`config.mk`:
```
export PLATFORM = sky130hd
export DESIGN_NAME = fetch_queue_flat
export DESIGN_NICKNAME = d
export VERILOG_FILES = /design/src/rtl/fetch_queue_pkg.sv /design/src/rtl/fetch_queue_if.sv /design/src/rtl/fetch_queue_fifo.sv /design/src/rtl/fetch_queue.sv /design/src/flat_wrapper.sv
export SDC_FILE = /design/constraint.sdc
export NUM_CORES = 1
export LEC_CHECK = 0
export BUFFER_PORTS_ARGS = -buffer_cell sky130_fd_sc_hd__buf_2
export CORE_ASPECT_RATIO = 1.75
export CORE_MARGIN = 2
export CORE_UTILIZATION = 53
export DETAILED_ROUTE_END_ITERATION = 16
export PLACE_DENSITY = 0.88
export SYNTH_ARGS = -nofsm -noshare
export SYNTH_HDL_FRONTEND = slang
export SYNTH_SLANG_ARGS = --single-unit
```
`constraint.sdc`:
```
create_clock -name clk -period 9.7 [get_ports clk]
set_input_delay 0.485 -clock clk [delete_from_list [all_inputs] [get_ports clk]]
set_output_delay 0.485 -clock clk [all_outputs]
set_load 0.005 [all_outputs]
```
`src/rtl/fetch_queue_pkg.sv`:
```
// Shared types and constants for the instruction fetch queue.
package fetch_queue_pkg;

  typedef enum logic [1:0] {
    IDLE  = 2'd0,
    WAIT  = 2'd1,
    DRAIN = 2'd2
  } fetch_state_t;

  typedef struct packed {
    logic [31:0] pc;
    logic [31:0] inst;
  } fetch_entry_t;

  localparam logic [31:0] INST_BYTES = 32'd4;

  function automatic logic [31:0] word_align(input logic [31:0] addr);
    return addr & ~(INST_BYTES - 32'd1);
  endfunction

endpackage

```
`src/rtl/fetch_queue_if.sv`:
```
// Memory-side and decoder-side signals of the fetch queue, bundled as one interface.
interface fetch_queue_if;
  logic        mem_req;
  logic [31:0] mem_addr;
  logic        mem_gnt;
  logic        mem_rvalid;
  logic [31:0] mem_rdata;
  logic        redirect;
  logic [31:0] redirect_pc;
  logic        inst_valid;
  logic [31:0] inst;
  logic [31:0] inst_pc;
  logic        inst_ready;

  modport master (
    output mem_req, mem_addr, inst_valid, inst, inst_pc,
    input  mem_gnt, mem_rvalid, mem_rdata, redirect, redirect_pc, inst_ready
  );

  modport slave (
    input  mem_req, mem_addr, inst_valid, inst, inst_pc,
    output mem_gnt, mem_rvalid, mem_rdata, redirect, redirect_pc, inst_ready
  );
endinterface

```
`src/rtl/fetch_queue_fifo.sv`:
```
// Circular buffer of fetched {pc, inst} entries with push, pop and synchronous flush.
module fetch_fifo
  import fetch_queue_pkg::*;
#(
  parameter int DEPTH = 4
) (
  input  logic                   clk,
  input  logic                   rst,
  input  logic                   push,
  input  logic                   pop,
  input  logic                   flush,
  input  fetch_entry_t           push_entry,
  output fetch_entry_t           head_entry,
  output logic [$clog2(DEPTH):0] count
);

  localparam int AW = $clog2(DEPTH);
  localparam logic [AW:0] FULL_COUNT = (AW+1)'(DEPTH);

  fetch_entry_t  mem [DEPTH];
  logic [AW-1:0] head;
  logic [AW-1:0] tail;
  logic          do_push;
  logic          do_pop;

  // A push into a full buffer is only legal when the head leaves in the same cycle.
  assign do_pop     = pop && (count != '0);
  assign do_push    = push && ((count != FULL_COUNT) || do_pop);
  assign head_entry = mem[head];

  always_ff @(posedge clk or posedge rst) begin
    if (rst) begin
      head  <= '0;
      tail  <= '0;
      count <= '0;
      for (int i = 0; i < DEPTH; i++) begin
        mem[i] <= '0;
      end
    end else if (flush) begin
      head  <= '0;
      tail  <= '0;
      count <= '0;
    end else begin
      if (do_push) begin
        mem[tail] <= push_entry;
        tail      <= tail + 1'b1;
      end
      if (do_pop) begin
        head <= head + 1'b1;
      end
      if (do_push && !do_pop) begin
        count <= count + 1'b1;
      end else if (do_pop && !do_push) begin
        count <= count - 1'b1;
      end
    end
  end

endmodule

```
`src/rtl/fetch_queue.sv`:
```
// Instruction fetch unit: one outstanding memory request, DEPTH-entry queue, redirect flush.
// Optional FETCH_QUEUE_BYPASS_EN forwards a response straight to the decoder when the queue is empty.
module fetch_queue
  import fetch_queue_pkg::*;
#(
  parameter int          DEPTH    = 4,
  parameter logic [31:0] RESET_PC = 32'h0000_0000
) (
  input  logic          clk,
  input  logic          rst,
  fetch_queue_if.master bus
);

  localparam int CW = $clog2(DEPTH) + 1;
  localparam logic [CW-1:0] FULL_COUNT = CW'(DEPTH);

  fetch_state_t  state;
  logic [31:0]   fetch_pc;
  logic [31:0]   req_pc;
  logic [CW-1:0] count;
  fetch_entry_t  head_entry;
  fetch_entry_t  resp_entry;
  logic          issue;
  logic          resp_ok;
  logic          bypass_take;
  logic          fifo_push;
  logic          fifo_pop;

  // Requesting only below full guarantees room for the single outstanding response.
  assign bus.mem_req  = !rst && (state == IDLE) && (count < FULL_COUNT) && !bus.redirect;
  assign bus.mem_addr = fetch_pc;
  assign issue        = bus.mem_req && bus.mem_gnt;
  assign resp_ok      = (state == WAIT) && bus.mem_rvalid && !bus.redirect;
  assign resp_entry   = '{pc: req_pc, inst: bus.mem_rdata};

`ifdef FETCH_QUEUE_BYPASS_EN
  logic bypass_active;
  assign bypass_active  = resp_ok && (count == '0);
  assign bypass_take    = bypass_active && bus.inst_ready;
  assign bus.inst_valid = (count != '0) || bypass_active;
  assign bus.inst       = bypass_active ? bus.mem_rdata : head_entry.inst;
  assign bus.inst_pc    = bypass_active ? req_pc : head_entry.pc;
`else
  assign bypass_take    = 1'b0;
  assign bus.inst_valid = (count != '0);
  assign bus.inst       = head_entry.inst;
  assign bus.inst_pc    = head_entry.pc;
`endif

  assign fifo_push = resp_ok && !bypass_take;
  assign fifo_pop  = (count != '0) && bus.inst_ready && !bus.redirect;

  fetch_fifo #(
    .DEPTH(DEPTH)
  ) u_fifo (
    .clk       (clk),
    .rst       (rst),
    .push      (fifo_push),
    .pop       (fifo_pop),
    .flush     (bus.redirect),
    .push_entry(resp_entry),
    .head_entry(head_entry),
    .count     (count)
  );

  // A redirect always wins the next fetch address; an outstanding request is drained, not reused.
  always_ff @(posedge clk or posedge rst) begin
    if (rst) begin
      state    <= IDLE;
      fetch_pc <= word_align(RESET_PC);
      req_pc   <= '0;
    end else begin
      if (bus.redirect) begin
        fetch_pc <= word_align(bus.redirect_pc);
      end else if (issue) begin
        fetch_pc <= fetch_pc + INST_BYTES;
      end
      if (issue) begin
        req_pc <= fetch_pc;
      end
      case (state)
        IDLE: begin
          if (issue) begin
            state <= bus.redirect ? DRAIN : WAIT;
          end
        end
        WAIT: begin
          if (bus.mem_rvalid) begin
            state <= IDLE;
          end else if (bus.redirect) begin
            state <= DRAIN;
          end
        end
        DRAIN: begin
          if (bus.mem_rvalid) begin
            state <= IDLE;
          end
        end
        default: state <= IDLE;
      endcase
    end
  end

endmodule

```
`src/flat_wrapper.sv`:
```
// flat-port wrapper written by rule: the top's interface ports become plain ports
module fetch_queue_flat import fetch_queue_pkg::*;
#(
  parameter int          DEPTH    = 4,
  parameter logic [31:0] RESET_PC = 32'h0000_0000
)
  (clk, rst, bus_mem_req, bus_mem_addr, bus_inst_valid, bus_inst, bus_inst_pc, bus_mem_gnt, bus_mem_rvalid, bus_mem_rdata, bus_redirect, bus_redirect_pc, bus_inst_ready);
  fetch_queue_if bus_i ();
  input  logic clk;
  input  logic rst;
  output wire logic [$bits(bus_i.mem_req)-1:0] bus_mem_req;
  output wire logic [$bits(bus_i.mem_addr)-1:0] bus_mem_addr;
  output wire logic [$bits(bus_i.inst_valid)-1:0] bus_inst_valid;
  output wire logic [$bits(bus_i.inst)-1:0] bus_inst;
  output wire logic [$bits(bus_i.inst_pc)-1:0] bus_inst_pc;
  input wire logic [$bits(bus_i.mem_gnt)-1:0] bus_mem_gnt;
  input wire logic [$bits(bus_i.mem_rvalid)-1:0] bus_mem_rvalid;
  input wire logic [$bits(bus_i.mem_rdata)-1:0] bus_mem_rdata;
  input wire logic [$bits(bus_i.redirect)-1:0] bus_redirect;
  input wire logic [$bits(bus_i.redirect_pc)-1:0] bus_redirect_pc;
  input wire logic [$bits(bus_i.inst_ready)-1:0] bus_inst_ready;
  assign bus_mem_req = bus_i.mem_req;
  assign bus_mem_addr = bus_i.mem_addr;
  assign bus_inst_valid = bus_i.inst_valid;
  assign bus_inst = bus_i.inst;
  assign bus_inst_pc = bus_i.inst_pc;
  assign bus_i.mem_gnt = bus_mem_gnt;
  assign bus_i.mem_rvalid = bus_mem_rvalid;
  assign bus_i.mem_rdata = bus_mem_rdata;
  assign bus_i.redirect = bus_redirect;
  assign bus_i.redirect_pc = bus_redirect_pc;
  assign bus_i.inst_ready = bus_inst_ready;
  fetch_queue #(.DEPTH(DEPTH), .RESET_PC(RESET_PC)) u_core (.clk(clk), .rst(rst), .bus(bus_i));
endmodule
```
# Word-level counts from Yosys, hierarchy flattened
# Cells that the tools add are included.
# classes
add_sub_neg,5
order_cmp,4
eq_ne,6
muxes,21
bitwise,3
reduce_logical,26
# ops
operator,count
$bwmux W256,1
$mux W64,3
$bmux W64 S2,1
$demux W64 S2,1
$mux W32,2
$add A32 B3 Y32 const B,1
$mux W2,9
$logic_and A1 B1 Y1,13
$mux W3,3
$ge A3 B3 Y1 const B,2
$ne A3 B3 Y1 const B,2
$not A2 Y3,2
$pmux W2 S3,1
$reduce_bool A2 Y1,3
$reduce_bool A3 Y1,2
$add A2 B1 Y2 const B,2
$logic_not A1 Y1,4
$add A3 B1 Y3 const B,1
$lt A3 B1 Y1 const B,1
$lt A3 B3 Y1 const B,1
$reduce_and A3 Y1,1
$sub A3 B1 Y3 const B,1
$eq A2 B1 Y1 const B,1
$eq A2 B2 Y1 const B,1
other kinds (6),6
# totals
register_bits,329
input_bits,70
word_cells,79

# Depth between registers and ports, before layout
# logic_depth
ltp_word,11
depth_mapped,8

# Cells and area by module
# From an unflattened synthesis, not the netlist that was laid out.
# unflattened
hier_cells,1021
hier_area_um2,14669.1
# modules_own_cells
module,instances,cells_per_inst,area_per_inst_um2,seq_area_each_um2
fetch_fifo,1,667,11571.1,6581.3
fetch_queue,1,354,3098.0,1551.5

# Least setup slack after synthesis
# No wires, ideal clock.
# synth_path
path_kind,input to register
startpoint,input port bus_redirect
endpoint,register u_core.u_fifo.count[2]
setup_time_ns,0.066
t_arrival_ns,2.150
setup_slack_ns,7.484
cell_stages,8
path_buffers,2
path_cell_list,clkbuf_1 > clkbuf_1 > nor4_1 > fa_1 > nor4_1 > a31oi_1 > or3_1 > nand2_1
# synth_via
elab_chain_len,8
elab_cells_between_ends,13
classes_between,mux: 2; reduce/logical: 11
# synth_rtl
item,line_no,rtl
start: declaration,flat_wrapper.sv:19,input wire logic [$bits(bus_i.redirect)-1:0] bus_redirect;
$logic_not A1 Y1,"fetch_queue.sv:33, fetch_queue.sv:51",
$logic_and A1 B1 Y1,fetch_queue.sv:51,assign fifo_pop = (count != '0) && bus.inst_ready && !bus.redirect;
$logic_and A1 B1 Y1,fetch_queue_fifo.sv:27,assign do_pop = pop && (count != '0);
$logic_or A1 B1 Y1,fetch_queue_fifo.sv:28,assign do_push = push && ((count != FULL_COUNT) || do_pop);
$logic_and A1 B1 Y1,fetch_queue_fifo.sv:28,
$logic_and A1 B1 Y1 / $logic_not A1 Y1 (equally long branches),"fetch_queue_fifo.sv:51, fetch_queue_fifo.sv:53",
$mux W3 / $logic_and A1 B1 Y1 (equally long branches),"fetch_queue_fifo.sv:51, fetch_queue_fifo.sv:53",
$mux W3 / $reduce_bool A3 Y1 (equally long branches),--,
end signal: assignment,fetch_queue_fifo.sv:52,count <= count + 1'b1;
end signal: assignment,fetch_queue_fifo.sv:54,count <= count - 1'b1;
end: declaration,fetch_queue_fifo.sv:14,output logic [$clog2(DEPTH):0] count
# Several ways; a longest one is shown, not always the timed one.
# A chain may end at the register's enable or synchronous reset.

# Final worst setup path
# layout_path
startpoint,register u_core.u_fifo.head[0]
endpoint,output port bus_inst_pc[16]
# layout_via
elab_chain_len,4
# layout_rtl
item,line_no,rtl
start: declaration,fetch_queue_fifo.sv:21,logic [AW-1:0] head;
start signal: assignment,fetch_queue_fifo.sv:49,head <= head + 1'b1;
$not A2 Y3 (implied by the code),fetch_queue_fifo.sv:29,assign head_entry = mem[head];
$bmux W64 S2,fetch_queue_fifo.sv:29,
$mux W64 (implied by the code) (2 in series),fetch_queue_fifo.sv:29,
end: declaration,flat_wrapper.sv:15,output wire logic [$bits(bus_i.inst_pc)-1:0] bus_inst_pc;
# No other way between the ends. The select of a mux whose other input is x is not followed.

==> results.py <==
metrics = {
    "timing": {
        "slew_violations": 0,
        "tightest_slew_ps": 1090,
        "period_share_pct": 34.7,
        "fmaxAchievable_mhz": 297,
        "rsz0062_at_grt": "false",
        "hold_viol_final": 0,
        "slew_headroom_pct": 27.5,
        "period_needed_ps": 3370,
        "final.setup.tns_ps": 0,
        "skew_ps": 15.6,
        "setup_viol": 0,
    },
    "run_status": {
        "status": "finished clean",
    },
    "route": {
        "vias": 8715,
        "drt_iter0_drc": 415,
        "wire_per_inst_um": 20.1,
        "drcViolationCount": 0,
        "routed_via_density": 5.96,
        "firstDrtPassIters": 5,
        "postRouteAntennaNets": 0,
        "drt_wl_total_mm": 29.5,
    },
    "clocking": {
        "tritoncts": "done",
        "clk_path_buf_depth": 3,
        "h-tree-depth": 1,
        "path_clk_slew_ps": 60,
        "clockRootBuffer": "clkbuf_16",
        "cts.hold.buffers_added": 0,
        "cts_resized": 0,
        "cts_buffers": 29,
        "clk_latency_ps": 560,
        "cts_num_sinks": 317,
        "cts_setup_buffers": 0,
    },
    "yosys": {
        "synth_top_family_by_area": "multiplexers",
        "synth_edf_count": 0,
        "netlist_area_um2": 14100,
        "ys_types": 55,
        "syn_avg_cell_area_um2": 14.3,
        "synth_ff_type": "dfrtp_1",
        "synth_seq_cells": 317,
        "synth_xor_area_share_pct": 0.560,
        "synth_cells": 987,
        "yosysWarnings": 0,
        "synth.area.mux_share_pct": 29.9,
        "yosysSeqAreaShare_pct": 56.4,
        "ys_async_sr_fraction_pct": 100,
        "synthAdderAreaFrac_pct": 0.587,
        "synth_compound_area_share_pct": 3.24,
        "synth_simple_gate_area_share_pct": 6.78,
    },
    "die": {
        "core-area_um2": 26100,
        "ioPinCount": 168,
        "dieArea_um2": 27900,
        "start_util_pct": 54.0,
        "die_y_um": 220,
        "die_w_um": 127,
        "rows": 78,
    },
    "run": {
        "cap_viol_max_count": 0,
    },
    "cells_and_area": {
        "diodes": 0,
        "drive_gt1_share_pct": 47.5,
        "mostFrequentLayoutCells": "dfrtp_1 (315), mux2_2 (249), buf_2 (161), nand2_1 (126), mux4_2 (62)",
        "final_common_cell": "dfrtp_1",
        "layout.nets": 1200,
        "area_growth_pct": 13.3,
        "fin_util_pct": 61.2,
    },
    "setup_path": {
        "cp.required_ps": 9220,
        "worstReg2RegEnd": "u_core.u_fifo.mem[116]$_DFFE_PP0P_",
        "critPathKind": "register to output pin",
        "rrSetupSlack_ps": 6780,
        "start_kind": "register",
        "arrival_ps": 2880,
        "r2r_start": "u_core.state[1]$_DFFE_PP0P_",
        "cp_max_fo": 39,
        "r2r_cells": 4,
        "end_kind": "output pin",
    },
    "power_and_ir_drop": {
        "p_per_area_nw_per_um2": 224,
        "vdd_drop_max_v": 0.000156,
        "cellLeakagePower_uw": 0.00768,
    },
    "global_route": {
        "grt_antenna_before_repair": 0,
        "grt_pass1_vias": 9470,
        "track_usage_pct": 21.8,
        "grt_pass1_wl_mm": 48.7,
        "gr-total-overflow": 0,
        "grt_max_degree": 156,
    },
    "placement": {
        "dp_hpwl_mm": 18.3,
        "numPortBuffers": 161,
        "place.gp.congestion": 0.838,
    },
    "hold_path": {
        "worst_hold_startpoint": "bus_mem_rvalid",
        "min_path_cells": 2,
        "min_to": "u_core.state[1]$_DFFE_PP0P_",
        "hold_class": "primary input to register",
    },
}
sequential cells by signal, indices dropped and copies added (netlist names):
signal,cells
u_core.bus.mem_addr,30
u_core.req_pc,30
u_core.state,2
u_core.u_fifo.count,3
u_core.u_fifo.head,2
u_core.u_fifo.mem,248
u_core.u_fifo.tail,2
where the power goes:
group | internal (uW) | switching [uW] | total, uW
clock | 600 | 476 | 1080
combinational | 441 | 315 | 756
sequential | 1540 | 207 | 1740
through the flow:
step                      instances  setup slack, ps  area, um^2  power (uW)  hold WS, ps
after floorplan                 990              444       14100        2210          475
after detailed placement       1413             6710       15100        2530          491
after global routing           1462             6110       16000        3760          104
final                          1462             6330       16000        3580          124
after CTS                      1462             6200       16000        3620         90.2
after global placement         1413             6750       15100        2480          483
area by class of cell:
type                            instances  area, um^2
Timing Repair Buffer                  167         851
Clock buffer                           41         841
Fill cell                            1897       10100
Sequential cell                       317        7940
Inverter                               10        45.0
Tap cell                              320         400
Clock inverter                          8        53.8
Multi-Input combinational cell        599        5820
how the worst max path moves through the flow:
stage / slack [ps] / from / endpoint
after floorplan: 440 / rst / u_core.bus.mem_addr[10]$_DFFE_PP0N_
after detailed placement: 6710 / bus_redirect / u_core.bus.mem_addr[13]$_DFFE_PP0N_
after CTS: 6200 / u_core.u_fifo.head[0]$_DFFE_PP0P_ / bus_inst_pc[19]
after global routing: 6110 / u_core.u_fifo.head[0]$_DFFE_PP0P_ / bus_inst_pc[16]
after global placement: 6750 / bus_redirect / u_core.bus.mem_addr[13]$_DFFE_PP0N_
final: 6330 / u_core.u_fifo.head[0]$_DFFE_PP0P_ / bus_inst_pc[16]
per-layer routing:
layer  vias to the layer above  track usage, %  part of all wire (%)
li1                       3866               -                     -
met1                      4502            26.6                    40
met2                       283            39.4                    53
met3                        64            2.52                   4.0
met4                         0            8.46                   3.4
met5                         -               0                     0
cell families after synthesis:
logic type                 after synthesis
DFF                                    317
xor gates and xnor gates                 9
other                                    1
and+or+nand+nor                        204
buffers and inverters                   74
muxes                                  312
adders and majority gates                6
AOI/OAI and AO/OA                       64
critical path: stages, from the launching register on:
cell	delay, ps
dfrtp_4	760
buf_4	740
mux4_2	650
buf_2	160
cell usage after synthesis (2+ instances only):
library cell  count  share of area (%)
dfrtp_1         317                 56
mux2_2          249                 20
nand2_1         126                3.4
mux4_2           62                9.9
buf_2            39                1.4
nand3_1          18               0.64
nor2_1           18               0.48
clkbuf_1         17               0.45
o21ai_0          16               0.57
o311ai_0         14               0.87
inv_1            10               0.27
o211ai_1          8               0.43
and3_1            6               0.27
nand4_1           6               0.27
xnor2_1           6               0.37
a31oi_1           5               0.22
ha_1              5               0.44
and2_1            4               0.18
buf_4             4               0.21
a21oi_1           3               0.11
a221o_1           3               0.21
nor4_1            3               0.13
o21ai_1           3               0.11
o31a_1            3               0.19
or3_1             3               0.13
xor2_1            3               0.19
a22oi_1           2               0.11
buf_1             2              0.053
buf_6             2               0.16
nor3_1            2              0.071
nor3_2            2               0.14
o311ai_1          2               0.12
or2_2             2              0.089
No activity file was read; power rests on OpenSTA's default activity.
